--- config.mk ---
export PLATFORM = sky130hd
export DESIGN_NAME = bus_generator_arbiter
export DESIGN_NICKNAME = d
export VERILOG_FILES = /design/src/rtl/bus_pkg.sv /design/src/rtl/bus_lane_arbiter.sv /design/src/rtl/bus_generator_arbiter.sv
export SDC_FILE = /design/constraint.sdc
export NUM_CORES = 1
export LEC_CHECK = 0
export CORE_MARGIN = 3
export CORE_UTILIZATION = 37
export CTS_CLUSTER_SIZE = 25
export DETAILED_ROUTE_END_ITERATION = 8
export PLACE_DENSITY = 0.93
export REMOVE_ABC_BUFFERS = 1
export SETUP_SLACK_MARGIN = 0.5
export SKIP_CTS_REPAIR_TIMING = 1
export SYNTH_ARGS = -nofsm -noshare
export SYNTH_HDL_FRONTEND = slang
export SYNTH_SLANG_ARGS = --single-unit
--- constraint.sdc ---
create_clock -name clk -period 3.05 [get_ports clk]
set_input_delay 0.61 -clock clk [delete_from_list [all_inputs] [get_ports clk]]
set_output_delay 0.61 -clock clk [all_outputs]
set_load 0.01 [all_outputs]
--- src/rtl/bus_pkg.sv ---
`default_nettype none
// ============================================================================
// Module      : bus_pkg
// Description : Shared types and helpers for the bus generator arbiter.
// Revision    : 1.0 - initial release
// ============================================================================
package bus_pkg;

  localparam int ID_W      = 8;
  localparam int PKT_MAX_W = 256;
  localparam int PORTS_MAX = 64;

  typedef enum logic [1:0] {
    IDLE = 2'd0,
    POP  = 2'd1,
    PUSH = 2'd2
  } state_t;

  // Destination ID lives in the top ID_W bits of a pkt_w-wide packet.
  function automatic logic [ID_W-1:0] get_dst(input logic [PKT_MAX_W-1:0] pkt,
                                               input int                   pkt_w);
    return ID_W'(pkt >> (pkt_w - ID_W));
  endfunction

  // First requester at or above ptr, wrapping modulo n; -1 when nothing is requesting.
  function automatic int rr_next_grant(input logic [PORTS_MAX-1:0] req,
                                       input int                   ptr,
                                       input int                   n);
    int idx;
    rr_next_grant = -1;
    idx           = 0;
    for (int k = PORTS_MAX - 1; k >= 0; k--) begin
      if (k < n) begin
        idx = ptr + k;
        if (idx >= n) idx = idx - n;
        if (((req >> idx) & PORTS_MAX'(1)) != '0) rr_next_grant = idx;
      end
    end
  endfunction

endpackage
`default_nettype wire

--- src/rtl/bus_lane_arbiter.sv ---
`default_nettype none
// ============================================================================
// Module      : bus_lane_arbiter
// Description : One bus lane: round-robin grant, pop the winner, push by dst.
// Revision    : 1.0 - initial release
// ============================================================================
module bus_lane_arbiter
  import bus_pkg::*;
#(
  parameter int              DRVRS     = 4,
  parameter int              PCKG_SZ   = 16,
  parameter logic [ID_W-1:0] BROADCAST = 8'hFF
) (
  input  logic                            clk,
  input  logic                            reset,
  input  logic [DRVRS-1:0]                pndng,
  input  logic [DRVRS-1:0][PCKG_SZ-1:0]   D_pop,
  output logic [DRVRS-1:0]                pop,
  output logic [DRVRS-1:0]                push,
  output logic [DRVRS-1:0][PCKG_SZ-1:0]   D_push
);

  localparam int PTR_W = (DRVRS > 1) ? $clog2(DRVRS) : 1;

  state_t                 r_state;
  state_t                 w_state_nxt;
  logic [PTR_W-1:0]       r_ptr;
  logic [PTR_W-1:0]       w_ptr_nxt;
  logic [PTR_W-1:0]       r_src;
  logic [PTR_W-1:0]       w_src_nxt;
  logic [PCKG_SZ-1:0]     r_pkt;
  logic [PCKG_SZ-1:0]     w_pkt_nxt;
  logic [DRVRS-1:0]       r_pop;
  logic [DRVRS-1:0]       w_pop_nxt;
  logic [DRVRS-1:0]       r_push;
  logic [DRVRS-1:0]       w_push_nxt;

  int                     w_pick;
  logic [PCKG_SZ-1:0]     w_head;
  logic [ID_W-1:0]        w_dst;
  logic [DRVRS-1:0]       w_mask;

  always_ff @(posedge clk) begin
    if (!reset) begin
      r_state <= IDLE;
      r_ptr   <= '0;
      r_src   <= '0;
      r_pkt   <= '0;
      r_pop   <= '0;
      r_push  <= '0;
    end else begin
      r_state <= w_state_nxt;
      r_ptr   <= w_ptr_nxt;
      r_src   <= w_src_nxt;
      r_pkt   <= w_pkt_nxt;
      r_pop   <= w_pop_nxt;
      r_push  <= w_push_nxt;
    end
  end

  always_comb begin
    w_state_nxt = r_state;
    w_ptr_nxt   = r_ptr;
    w_src_nxt   = r_src;
    w_pkt_nxt   = r_pkt;
    w_pop_nxt   = '0;
    w_push_nxt  = '0;

    w_pick = rr_next_grant(PORTS_MAX'(pndng), int'(r_ptr), DRVRS);
    w_head = D_pop[r_src];
    w_dst  = get_dst(PKT_MAX_W'(w_head), PCKG_SZ);

    // Unknown destinations leave the mask empty so the packet is silently dropped.
    w_mask = '0;
    if (w_dst == BROADCAST) begin
      w_mask = ~(DRVRS'(1) << r_src);
    end else if (int'(w_dst) < DRVRS) begin
      w_mask = DRVRS'(1) << w_dst;
    end

    case (r_state)
      IDLE: begin
        if (w_pick >= 0) begin
          w_src_nxt   = PTR_W'(w_pick);
          w_pop_nxt   = DRVRS'(1) << w_pick;
          w_state_nxt = POP;
        end
      end
      POP: begin
        w_pkt_nxt   = w_head;
        w_push_nxt  = w_mask;
        w_state_nxt = PUSH;
      end
      PUSH: begin
        w_ptr_nxt   = (r_src == PTR_W'(DRVRS - 1)) ? '0 : r_src + 1'b1;
        w_state_nxt = IDLE;
      end
      default: begin
        w_state_nxt = IDLE;
      end
    endcase
  end

  assign pop    = r_pop;
  assign push   = r_push;
  assign D_push = {DRVRS{r_pkt}};

endmodule
`default_nettype wire

--- src/rtl/bus_generator_arbiter.sv ---
`default_nettype none
// ============================================================================
// Module      : bus_generator_arbiter
// Description : Multi-lane shared-bus packet switch; one arbiter per lane.
// Revision    : 1.0 - initial release
// ============================================================================
module bus_generator_arbiter
  import bus_pkg::*;
#(
  parameter int              bits      = 1,
  parameter int              drvrs     = 4,
  parameter int              pckg_sz   = 16,
  parameter logic [ID_W-1:0] broadcast = 8'hFF
) (
  input  logic                                    clk,
  input  logic                                    reset,
  input  logic [bits-1:0][drvrs-1:0]              pndng,
  input  logic [bits-1:0][drvrs-1:0][pckg_sz-1:0] D_pop,
  output logic [bits-1:0][drvrs-1:0]              pop,
  output logic [bits-1:0][drvrs-1:0]              push,
  output logic [bits-1:0][drvrs-1:0][pckg_sz-1:0] D_push
);

  for (genvar g = 0; g < bits; g++) begin : g_lane
    bus_lane_arbiter #(
      .DRVRS     (drvrs),
      .PCKG_SZ   (pckg_sz),
      .BROADCAST (broadcast)
    ) u_lane (
      .clk    (clk),
      .reset  (reset),
      .pndng  (pndng[g]),
      .D_pop  (D_pop[g]),
      .pop    (pop[g]),
      .push   (push[g]),
      .D_push (D_push[g])
    );
  end

endmodule
`default_nettype wire

Yosys cells after proc, flatten, opt, wreduce, memory -nomap -nowiden:

Cells that the tools add are included.

* magnitude comparators: 7
* bitwise operators: 1
* muxes and demuxes: 15
* add/subtract/negate cells: 8
* eq/ne operators: 5
* shift operators: 7
* reductions and logical operators: 4

Operators by type and width (count)
* $mux W32: 8
* $shr A4 B32 Y1: 4
* $ge A32 B4 Y1 const B: 3
* $sub A32 B4 Y32 const B: 3
* $bmux W16 S2: 1
* $ge A32 B1 Y1 const B: 1
* $shl A1 B32 Y4 const A: 1
* $mux W16: 1
* $eq A8 B8 Y1 const B: 1
* $lt A8 B3 Y1 const B: 1
* $mux W4: 2
* $shl A1 B8 Y4 const A: 1
* $add A2 B2 Y3 const B: 2
* $eq A2 B2 Y1 const B: 2
* $mux W2: 2
* $not A4 Y4: 1
* $pmux W2 S2: 1
* $reduce_and A2 Y1: 2
* $shl A1 B2 Y4 const A: 1
* $sub A2 B3 Y4 const B: 1
* $add A2 B1 Y3 const B: 1
* $ge A2 B3 Y1 const B: 1
* $lt A2 B3 Y1 const B: 1
* $reduce_and A3 Y1: 1
* other kinds (4): 4

* output and inout bits: 72
* word-level logic and storage cells: 53
* input bits: 70
* flip-flop bits (word level): 30

Longest topological paths before layout:

Gate-level depths: netlist of the first run.

* depth in word-level cells: 11
* depth in mapped cells: 9
* gate-level depth less buffers: 8

Worst setup path before layout of the first run:

No wires, ideal clock.

* path type: register to register
* from: reg g_lane[0].u_lane.r_ptr[0]
* to: reg g_lane[0].u_lane.r_src[0]
* path slack: 0.934 ns
* clock period less this slack: 2.116 ns
* arrival time: 1.988 ns
* data required time: 2.922 ns
* stages on the path, launching flop included: 9
* library setup time: 0.128 ns
* path buffers: 1
* cells stage by stage: dfxtp_1 buf_4 inv_1 ha_1 nor3_1 nor3_1 a311oi_4 mux2i_1 nor2_1

* longest elaborated chain between the ends: 10
* elaborated cells on any way between the ends: 25
* those cells by class: add/sub: 7; order compare: 5; shift: 4; mux: 8; reduce/logical: 1

Ends and longest elaborated chain
* start: declaration: line bus_lane_arbiter.sv:27 `logic [PTR_W-1:0] r_ptr;`
* start signal: assignment: line bus_lane_arbiter.sv:53 `r_ptr <= w_ptr_nxt;`
* $add A2 B2 Y3: line bus_pkg.sv:34 `idx = ptr + k;`
* $sub A32 B4 Y32 / $ge A32 B4 Y1 (equally long branches): line bus_pkg.sv:35 `if (idx >= n) idx = idx - n;`
* $mux W32: line bus_pkg.sv:35
* $shr A4 B32 Y1: line bus_pkg.sv:36 `if (((req >> idx) & PORTS_MAX'(1)) != '0) rr_next_grant = idx;`
* $mux W32 (3 in series): line bus_pkg.sv:36
* $mux W32 (*): line bus_pkg.sv:36
* $ge A32 B1 Y1: line bus_lane_arbiter.sv:83 `if (w_pick >= 0) begin`
* $reduce_and A2 Y1 (no source line)
* end signal: assignment: line bus_lane_arbiter.sv:54 `r_src <= w_src_nxt;`
* end: declaration: line bus_lane_arbiter.sv:29 `logic [PTR_W-1:0] r_src;`

Mark *: on every way between the ends. The rest lies on a longest branch, timed or not.
A chain may end at the register's enable or synchronous reset.

Final worst setup path of the first run:

Ends and elaborated chain as after synthesis.

==> results.json, run 1 <==
{
  "syn_inst": 236,
  "synthToLayoutAreaGrowth_pct": 55.7,
  "cp_cell_sequence": "inv_1, ha_1, nor3_1, nor3_1, a311oi_4, mux2i_1, nor2_1",
  "final_util_pct": 60.7,
  "comb_power_share_pct": 43.6,
  "ant_nets": 0,
  "hpwl_um": 5580,
  "crit_path_max_fanout": 10,
  "die-area_um2": 6870,
  "grt_pass1_vias": 2201,
  "r2r-end": "g_lane[0].u_lane.r_src[0]",
  "grt_pass1_wl_um": 11300,
  "hold_viol_final": 0,
  "fin_total_pwr_mw": 1.45,
  "clkTransAtPathRegs_ns": 0.06,
  "pre_cts_ws_ns": 0.516,
  "clock_skew_ns": 0.00698,
  "post-place-cells": 395,
  "synth_area_leaders": "dfxtp_1 27%, buf_4 17%, mux4_2 11%",
  "diodes": 0,
  "synth_top_cell_by_area": "dfxtp_1",
  "coreArea_um2": 5610,
  "cts_buffers": 5,
  "final_cells": 403,
  "power.internal_mw": 0.989,
  "ys_async_sr_fraction_pct": 0,
  "drc": 0,
  "nNetsFinal": 409,
  "fmax_mhz": 423,
  "hold_start": "g_lane[0].u_lane.r_pkt[9]",
  "whs_path_depth": 2,
  "worstReg2RegStart": "g_lane[0].u_lane.r_ptr[0]",
  "wire_per_inst_um": 16.9,
  "rsz0062_at_grt": "false",
  "routed_wl_um": 6790,
  "seqPwrFrac_pct": 34.3,
  "antenna_found_initial": 0,
  "min_to": "g_lane[0].u_lane.r_pkt[9]",
  "endpoint_kind": "flop",
  "fin_crit_ns": 2.36,
  "yosysTopAreaCellShare_pct": 27.5,
  "critical_path_class": "reg2reg",
  "row_count": 27,
  "crit_path_frequent_cell": "nor3_1",
  "placed_area_um2": 3310,
  "setup_viol": 0,
  "root_buffer": "clkbuf_8",
  "clock-sinks": 30,
  "filler_cell_count": 477,
  "p_leak_nw": 1.24,
  "r2r_cells": 7,
  "die_h_um": 82.9,
  "cp_slowest_cell": "dfxtp_2",
  "die_w_um": 82.9,
  "power_frac_clock_pct": 22.1,
  "cts_max_path_buffers": 2,
  "hp-class": "reg2reg",
  "period_share_pct": 77.5,
  "ys.flop_type": "dfxtp_1",
  "dr.first_iter.drc_count": 77,
  "firstDrtPassIters": 5,
  "start_kind": "flop",
  "h-tree-depth": 2,
  "cellPowerDensity_nw_per_um2": 427,
  "cts_tree": "done",
  "cpPeakStageDelay_ns": 0.46,
  "synth-warning-count": 0,
  "synth_edf_count": 0,
  "fin_hold_ws_ns": 0.514,
  "crit_arrival_ns": 2.52,
  "status": "completed",
  "grt_max_degree": 21,
  "io_pins": 142,
  "tightestPinTransition_ns": 0.775,
  "synth_cell_type_count": 38,
  "portBuffers": 141,
  "fin_ws_ns": 0.685,
  "overflow": 0,
  "switchingPower_mw": 0.464,
  "p_sw_share_pct": 31.9,
  "grt_use_total_pct": 20.2,
  "vias_per_cell": 5.04,
  "slew_viol_final": 0,
  "synth-seq-cells": 30,
  "syn-cell-area_um2": 2190,
  "insertion_delay_ns": 0.28,
  "num_vias": 2031,
  "initial_utilization_pct": 39.0,
  "fin_setup_tns_ns": 0,
  "synth_area_per_cell_um2": 9.26,
  "cap_violations": 0,
  "slew_headroom_pct": 48.4,
  "globalplace.congestion": 0.883,
  "rrSetupSlack_ns": 0.69,
  "final_area_um2": 3400,
  "ir_drop_mv": 0.205,
  "drive_gt1_share_pct": 10.3,
  "ys_seq_area_share_pct": 27.5,
  "worstPathRequired_ns": 3.20
}
## kinds of logic after synthesis
kind of cell,Yosys count,synth area share [%]
simple gates,75,16.0
buf+inv,67,20.4
compound gates,32,10.1
fa+ha+maj,9,5.15
mux,23,20.9
flops,30,27.5
## layout by cell type, fill, tap and decap left out, drive strengths merged, types with 4 or more instances in the layout
cell	Yosys	layout
dfxtp	30	30
mux2i	4	4
nand2	37	37
clkdlybuf4s50	0	141
buf	53	5
inv	8	8
mux4	16	16
nor3	6	6
a21oi	20	20
ha	9	9
clkbuf	6	7
nor2	18	18
## state kept, by name (all words and copies together), names as in the netlist
name                   cells
g_lane.u_lane.pop          4
g_lane.u_lane.push         4
g_lane.u_lane.r_pkt       16
g_lane.u_lane.r_ptr        2
g_lane.u_lane.r_src        2
g_lane.u_lane.r_state      2
## critical path: cells and delay by family, from the launching register on
kind                       cells  cell delay [ns]
and+or+nand+nor                3             0.59
DFF                            1             0.46
AOI/OAI and AO/OA              1             0.39
adders and majority gates      1             0.38
muxes                          1             0.23
buffers and inverters          1             0.19
## metal layers
metal	GRT usage, %	part of all wire, %	wire length, um	vias up
met5	0	0	0	-
met4	6.98	1.7	118	0
met3	4.86	5.9	400	11
met2	39.0	56	3800	92
met1	20.9	36	2480	968
li1	-	-	-	960
## worst max-delay path by stage
stage          slack [ns]                 startpoint                   endpoint  cells after the start
3_5_place_dp         0.52  g_lane[0].u_lane.r_ptr[0]  g_lane[0].u_lane.r_src[0]                      7
3_3_place_gp         0.60                  D_pop[31]   g_lane[0].u_lane.push[0]                      6
6_report             0.69  g_lane[0].u_lane.r_ptr[0]  g_lane[0].u_lane.r_src[0]                      7
4_1_cts              0.49  g_lane[0].u_lane.r_ptr[0]  g_lane[0].u_lane.r_src[0]                      7
5_1_grt              0.50  g_lane[0].u_lane.r_ptr[0]  g_lane[0].u_lane.r_src[0]                      7
2_1_floorplan        0.68  g_lane[0].u_lane.r_src[0]   g_lane[0].u_lane.push[0]                      5
## area by class of cell
type,instances,area [um2],area share (%)
timing repair buffer,146,1450,42.6
multi-input combinational,139,1140,33.5
sequential,30,603,17.7
tap,72,90.1,2.65
clock buffer,7,86.3,2.54
inverter,8,30.0,0.882
clock inverter,1,5.00,0.147
## synthesized netlist by cell type (3+ instances only)
cell / count
nor3_1: 4
clkbuf_1: 6
ha_1: 9
inv_1: 8
nor2b_1: 3
and2_1: 3
mux4_1: 5
a21oi_1: 20
nand2_1: 37
mux2i_1: 4
buf_4: 49
nor2_1: 18
mux4_2: 11
dfxtp_1: 30
## power by group through the flow
stage | Clock (mW) | Sequential [mW] | Combinational, mW
final | 0.321 | 0.499 | 0.634
after global routing | 0.347 | 0.510 | 0.681
after CTS | 0.329 | 0.499 | 0.636
after detailed placement | 0 | 0.508 | 0.633
after global placement | 0 | 0.505 | 0.620
after floorplan | 0 | 0.551 | 0.228
No activity file was read; power rests on OpenSTA's default activity.
==> inputs of run 2 (changes only) <==
--- a/config.mk
+++ b/config.mk
@@ -6,10 +6,10 @@
 export NUM_CORES = 1
 export LEC_CHECK = 0
 export CORE_MARGIN = 3
-export CORE_UTILIZATION = 37
+export CORE_UTILIZATION = 33
 export CTS_CLUSTER_SIZE = 25
 export DETAILED_ROUTE_END_ITERATION = 8
-export PLACE_DENSITY = 0.93
+export PLACE_DENSITY = 0.88
 export REMOVE_ABC_BUFFERS = 1
 export SETUP_SLACK_MARGIN = 0.5
 export SKIP_CTS_REPAIR_TIMING = 1
==> constraint.sdc (replaced) <==
create_clock -name clk -period 2 [get_ports clk]
set_input_delay 0.4 -clock clk [delete_from_list [all_inputs] [get_ports clk]]
set_output_delay 0.4 -clock clk [all_outputs]
set_load 0.01 [all_outputs]
==> results.json, run 2 (synthesized netlist as in run 1, its figures left out) <==
{
  "vias_per_cell": 4.92,
  "clkTransAtPathRegs_ns": 0.06,
  "portBuffers": 141,
  "synthToLayoutAreaGrowth_pct": 84.9,
  "drc": 0,
  "clock-sinks": 30,
  "fmax_mhz": 490,
  "power_frac_clock_pct": 20.1,
  "grt_max_degree": 17,
  "insertion_delay_ns": 0.27,
  "cts_max_path_buffers": 2,
  "routed_wl_um": 7600,
  "coreArea_um2": 6390,
  "path_buf_inv": 3,
  "die_h_um": 87.4,
  "final_area_um2": 4040,
  "layout_commonest_cell": "dlymetal6s2s_1",
  "whs_path_depth": 2,
  "grt_use_total_pct": 16.9,
  "seqPwrFrac_pct": 30.2,
  "fin_ws_ns": -0.0414,
  "critical_path_class": "reg2reg",
  "period_share_pct": 102,
  "cts_tree": "done",
  "grt_pass1_vias": 2058,
  "ir_drop_mv": 0.380,
  "row_count": 29,
  "setup_viol": 4,
  "drive_gt1_share_pct": 28.8,
  "endpoint_kind": "flop",
  "firstDrtPassIters": 4,
  "io_pins": 142,
  "h-tree-depth": 2,
  "placed_area_um2": 3520,
  "cp_num_cells": 8,
  "fin_crit_ns": 2.04,
  "power.internal_mw": 1.64,
  "overflow": 0,
  "worstPathRequired_ns": 2.16,
  "root_buffer": "clkbuf_8",
  "grt_pass1_wl_um": 10200,
  "hpwl_um": 5480,
  "cp_slowest_cell": "a311o_1",
  "r2r_cells": 8,
  "comb_power_share_pct": 49.6,
  "cp_top_family": "compound AO/OA/AOI/OAI gates",
  "start_kind": "flop",
  "cellPowerDensity_nw_per_um2": 596,
  "violations": "negative setup slack",
  "cap_violations": 0,
  "antenna_found_initial": 0,
  "clock_skew_ns": 0.00227,
  "p_sw_share_pct": 32.1,
  "die_w_um": 87.4,
  "filler_cell_count": 486,
  "num_vias": 2157,
  "initial_utilization_pct": 34.2,
  "largest_register_ffs": 16,
  "status": "complete, but fails checks",
  "wire_per_inst_um": 17.3,
  "globalplace.congestion": 0.829,
  "tightestPinTransition_ns": 0.522,
  "hold_viol_final": 0,
  "die-area_um2": 7640,
  "layout_common_cells": "73 x dlymetal6s2s_1, 68 x clkdlybuf4s50_1, 34 x nand2_1",
  "cts_buffers": 5,
  "diodes": 0,
  "crit_path_max_fanout": 7,
  "cp_cell_sequence": "buf_8, buf_12, mux2i_4, mux2i_2, a311o_1, a221oi_2, buf_4, nor2_1",
  "rsz0062_at_grt": "true",
  "slew_viol_final": 0,
  "crit_arrival_ns": 2.21,
  "fin_setup_tns_ns": -0.0793,
  "ant_nets": 0,
  "hp-class": "reg2reg",
  "dr.first_iter.drc_count": 91,
  "cpPeakStageDelay_ns": 0.40,
  "nNetsFinal": 439,
  "slew_headroom_pct": 65.2,
  "p_leak_nw": 2.65,
  "switchingPower_mw": 0.774,
  "largest-register": "g_lane.u_lane.r_pkt"
}
## run 2: routing by layer
metal / global-route usage, % / vias to the layer above / share of wire [%]
met5: 0 / - / 0
met1: 17.7 / 1022 / 35
met4: 2.65 / 0 / 2.1
li1: - / 1015 / -
met2: 33.8 / 107 / 54
met3: 4.26 / 13 / 8.6
## run 2: final timing paths
path | startpoint | end | slack, ns
hold / removal | g_lane[0].u_lane.r_pkt[0] | g_lane[0].u_lane.r_pkt[0] | 0.48
setup / recovery | g_lane[0].u_lane.r_ptr[0] | g_lane[0].u_lane.pop[0] | -0.04
setup reg to reg | g_lane[0].u_lane.r_ptr[0] | g_lane[0].u_lane.pop[0] | -0.04
hold reg to reg | g_lane[0].u_lane.r_pkt[0] | g_lane[0].u_lane.r_pkt[0] | 0.48
## run 2: worst min-delay path, cell delays in order, from the launching register on
cell and delay, ns:
dfxtp_2 0.34, nand2_1 0.05, a21oi_1 0.05
## run 2: cell type report
class | count | area (um2) | area share (%)
multi-input cells | 139 | 1260 | 31.3
well taps | 77 | 96.3 | 2.38
flip-flops and latches | 30 | 626 | 15.5
inverters | 8 | 30.0 | 0.743
clock buffers | 7 | 86.3 | 2.14
clock inverters | 1 | 5.00 | 0.124
repair buffers | 176 | 1930 | 47.8
## run 2: stage by stage
step / cells / worst slack [ns] / power, mW / util (%) / hold slack [ns]
after floorplan: 177 / -0.366 / 1.19 / - / 0.522
after global placement: 424 / -0.214 / 1.82 / 55.1 / 0.488
after detailed placement: 424 / -0.312 / 1.84 / 55.1 / 0.507
after CTS: 432 / -0.139 / 2.33 / 56.6 / 0.515
after global routing: 438 / -0.137 / 2.54 / 63.3 / 0.496
final: 438 / -0.0414 / 2.41 / 63.3 / 0.482
## run 2: power by group through the flow
| stage | registers, mW | clock network [mW] | logic, mW |
|---|---|---|---|
| finish | 0.729 | 0.485 | 1.20 |
| detailed placement | 0.736 | 0 | 1.11 |
| global route | 0.737 | 0.525 | 1.28 |
| floorplan | 0.841 | 0 | 0.347 |
| global placement | 0.733 | 0 | 1.08 |
| CTS | 0.723 | 0.495 | 1.11 |
==> inputs of run 3 (changes only) <==
--- a/config.mk
+++ b/config.mk
@@ -6,10 +6,10 @@
 export NUM_CORES = 1
 export LEC_CHECK = 0
 export CORE_MARGIN = 3
-export CORE_UTILIZATION = 33
+export CORE_UTILIZATION = 25
 export CTS_CLUSTER_SIZE = 25
 export DETAILED_ROUTE_END_ITERATION = 8
-export PLACE_DENSITY = 0.88
+export PLACE_DENSITY = 0.72
 export REMOVE_ABC_BUFFERS = 1
 export SETUP_SLACK_MARGIN = 0.5
 export SKIP_CTS_REPAIR_TIMING = 1
==> results.json, run 3 (synthesized netlist as in run 1, its figures left out) <==
{
  "p_leak_nw": 2.67,
  "fin_total_pwr_mw": 2.39,
  "wire_per_inst_um": 15.5,
  "cts_max_path_buffers": 2,
  "final_area_um2": 4070,
  "whs_path_depth": 2,
  "vias_per_cell": 4.53,
  "slew_headroom_pct": 71.3,
  "top_usage_layer": "met2",
  "final_cells": 468,
  "slew_viol_final": 0,
  "clkTransAtPathRegs_ns": 0.06,
  "row_count": 33,
  "ant_nets": 0,
  "critical_path_class": "in2reg",
  "crit_arrival_ns": 2.22,
  "worstPathRequired_ns": 2.21,
  "cts_buffers": 5,
  "violations": "negative setup slack",
  "drc": 0,
  "r2r_cells": 6,
  "firstDrtPassIters": 4,
  "diodes": 0,
  "routed_wl_um": 7230,
  "grt_pass1_vias": 2030,
  "insertion_delay_ns": 0.28,
  "h-tree-depth": 2,
  "fin_setup_tns_ns": -0.0133,
  "io_pins": 142,
  "status": "complete, but fails checks",
  "hpwl_um": 5420,
  "fmax_mhz": 498,
  "largest_register_ffs": 16,
  "fin_hold_ws_ns": 0.479,
  "filler_cell_count": 764,
  "hp-class": "reg2reg",
  "drive_gt1_share_pct": 27.0,
  "use_met2_pct": 23.5,
  "clock_skew_ns": 0.00675,
  "grt_max_degree": 17,
  "largest-register": "g_lane.u_lane.r_pkt",
  "final_util_pct": 48.8,
  "root_buffer": "clkbuf_8",
  "pre_cts_ws_ns": -0.291,
  "coreArea_um2": 8340,
  "cap_violations": 0,
  "fin_ws_ns": -0.0100,
  "period_share_pct": 101,
  "die-area_um2": 9900,
  "crit_path_max_fanout": 4,
  "grt_use_total_pct": 13.2,
  "num_vias": 2118,
  "post-place-cells": 453,
  "dr.first_iter.drc_count": 73,
  "layout_common_cells": "74 x dlymetal6s2s_1, 67 x clkdlybuf4s50_1, 37 x nand2_1",
  "setup_viol": 2,
  "clock-sinks": 30,
  "die_w_um": 99.5,
  "placed_area_um2": 3560,
  "endpoint_kind": "flop",
  "die_h_um": 99.5,
  "initial_utilization_pct": 26.2,
  "synthToLayoutAreaGrowth_pct": 86.4,
  "overflow": 0,
  "grt_pass1_wl_um": 10500,
  "grtUsageMet3_pct": 3.16,
  "fin_crit_ns": 2.01,
  "ir_drop_mv": 0.239,
  "rsz0062_at_grt": "true",
  "globalplace.congestion": 0.802,
  "cellPowerDensity_nw_per_um2": 587,
  "portBuffers": 141,
  "hold_viol_final": 0,
  "tightestPinTransition_ns": 0.430,
  "antenna_found_initial": 0,
  "start_kind": "input pin",
  "grt.met1_usage_pct": 16.3,
  "layout_commonest_cell": "dlymetal6s2s_1",
  "nNetsFinal": 441,
  "cts_tree": "done"
}
[run 3: final timing paths]
path	startpoint	slack, ns	end
hold reg to reg	g_lane[0].u_lane.r_pkt[11]	0.48	g_lane[0].u_lane.r_pkt[11]
hold / removal	g_lane[0].u_lane.r_pkt[11]	0.48	g_lane[0].u_lane.r_pkt[11]
setup reg to reg	g_lane[0].u_lane.r_src[0]	0	g_lane[0].u_lane.push[0]
setup / recovery	pndng[0]	-0.01	g_lane[0].u_lane.r_src[0]
[run 3: final cells by class]
class	count	area, um2	share of cell area (%)
Inverter	8	36.3	0.891
Timing Repair Buffer	178	1930	47.4
Multi-Input combinational cell	139	1260	31.0
Sequential cell	30	623	15.3
Tap cell	105	131	3.22
Clock inverter	1	5.00	0.123
Clock buffer	7	86.3	2.12
[run 3: worst max-delay path, stage by stage]
cell	delay (ns)
clkdlybuf4s50_1	0.52
mux2_4	0.20
a22oi_2	0.08
buf_4	0.14
a311o_1	0.29
a221oi_2	0.33
mux2i_1	0.12
nor2_1	0.13
[run 3: power breakdown]
part | internal, mW | switching [mW] | total (mW) | leakage (nW)
Clock | 0.278 | 0.233 | 0.510 | 0.0482
Sequential | 0.663 | 0.0589 | 0.722 | 0.252
Combinational | 0.680 | 0.479 | 1.16 | 2.37
[run 3: layer usage]
metal,wire length (um),vias to the layer above
met2,3850,85
met5,0,-
li1,-,1020
met1,2820,1004
met4,89,0
met3,480,9
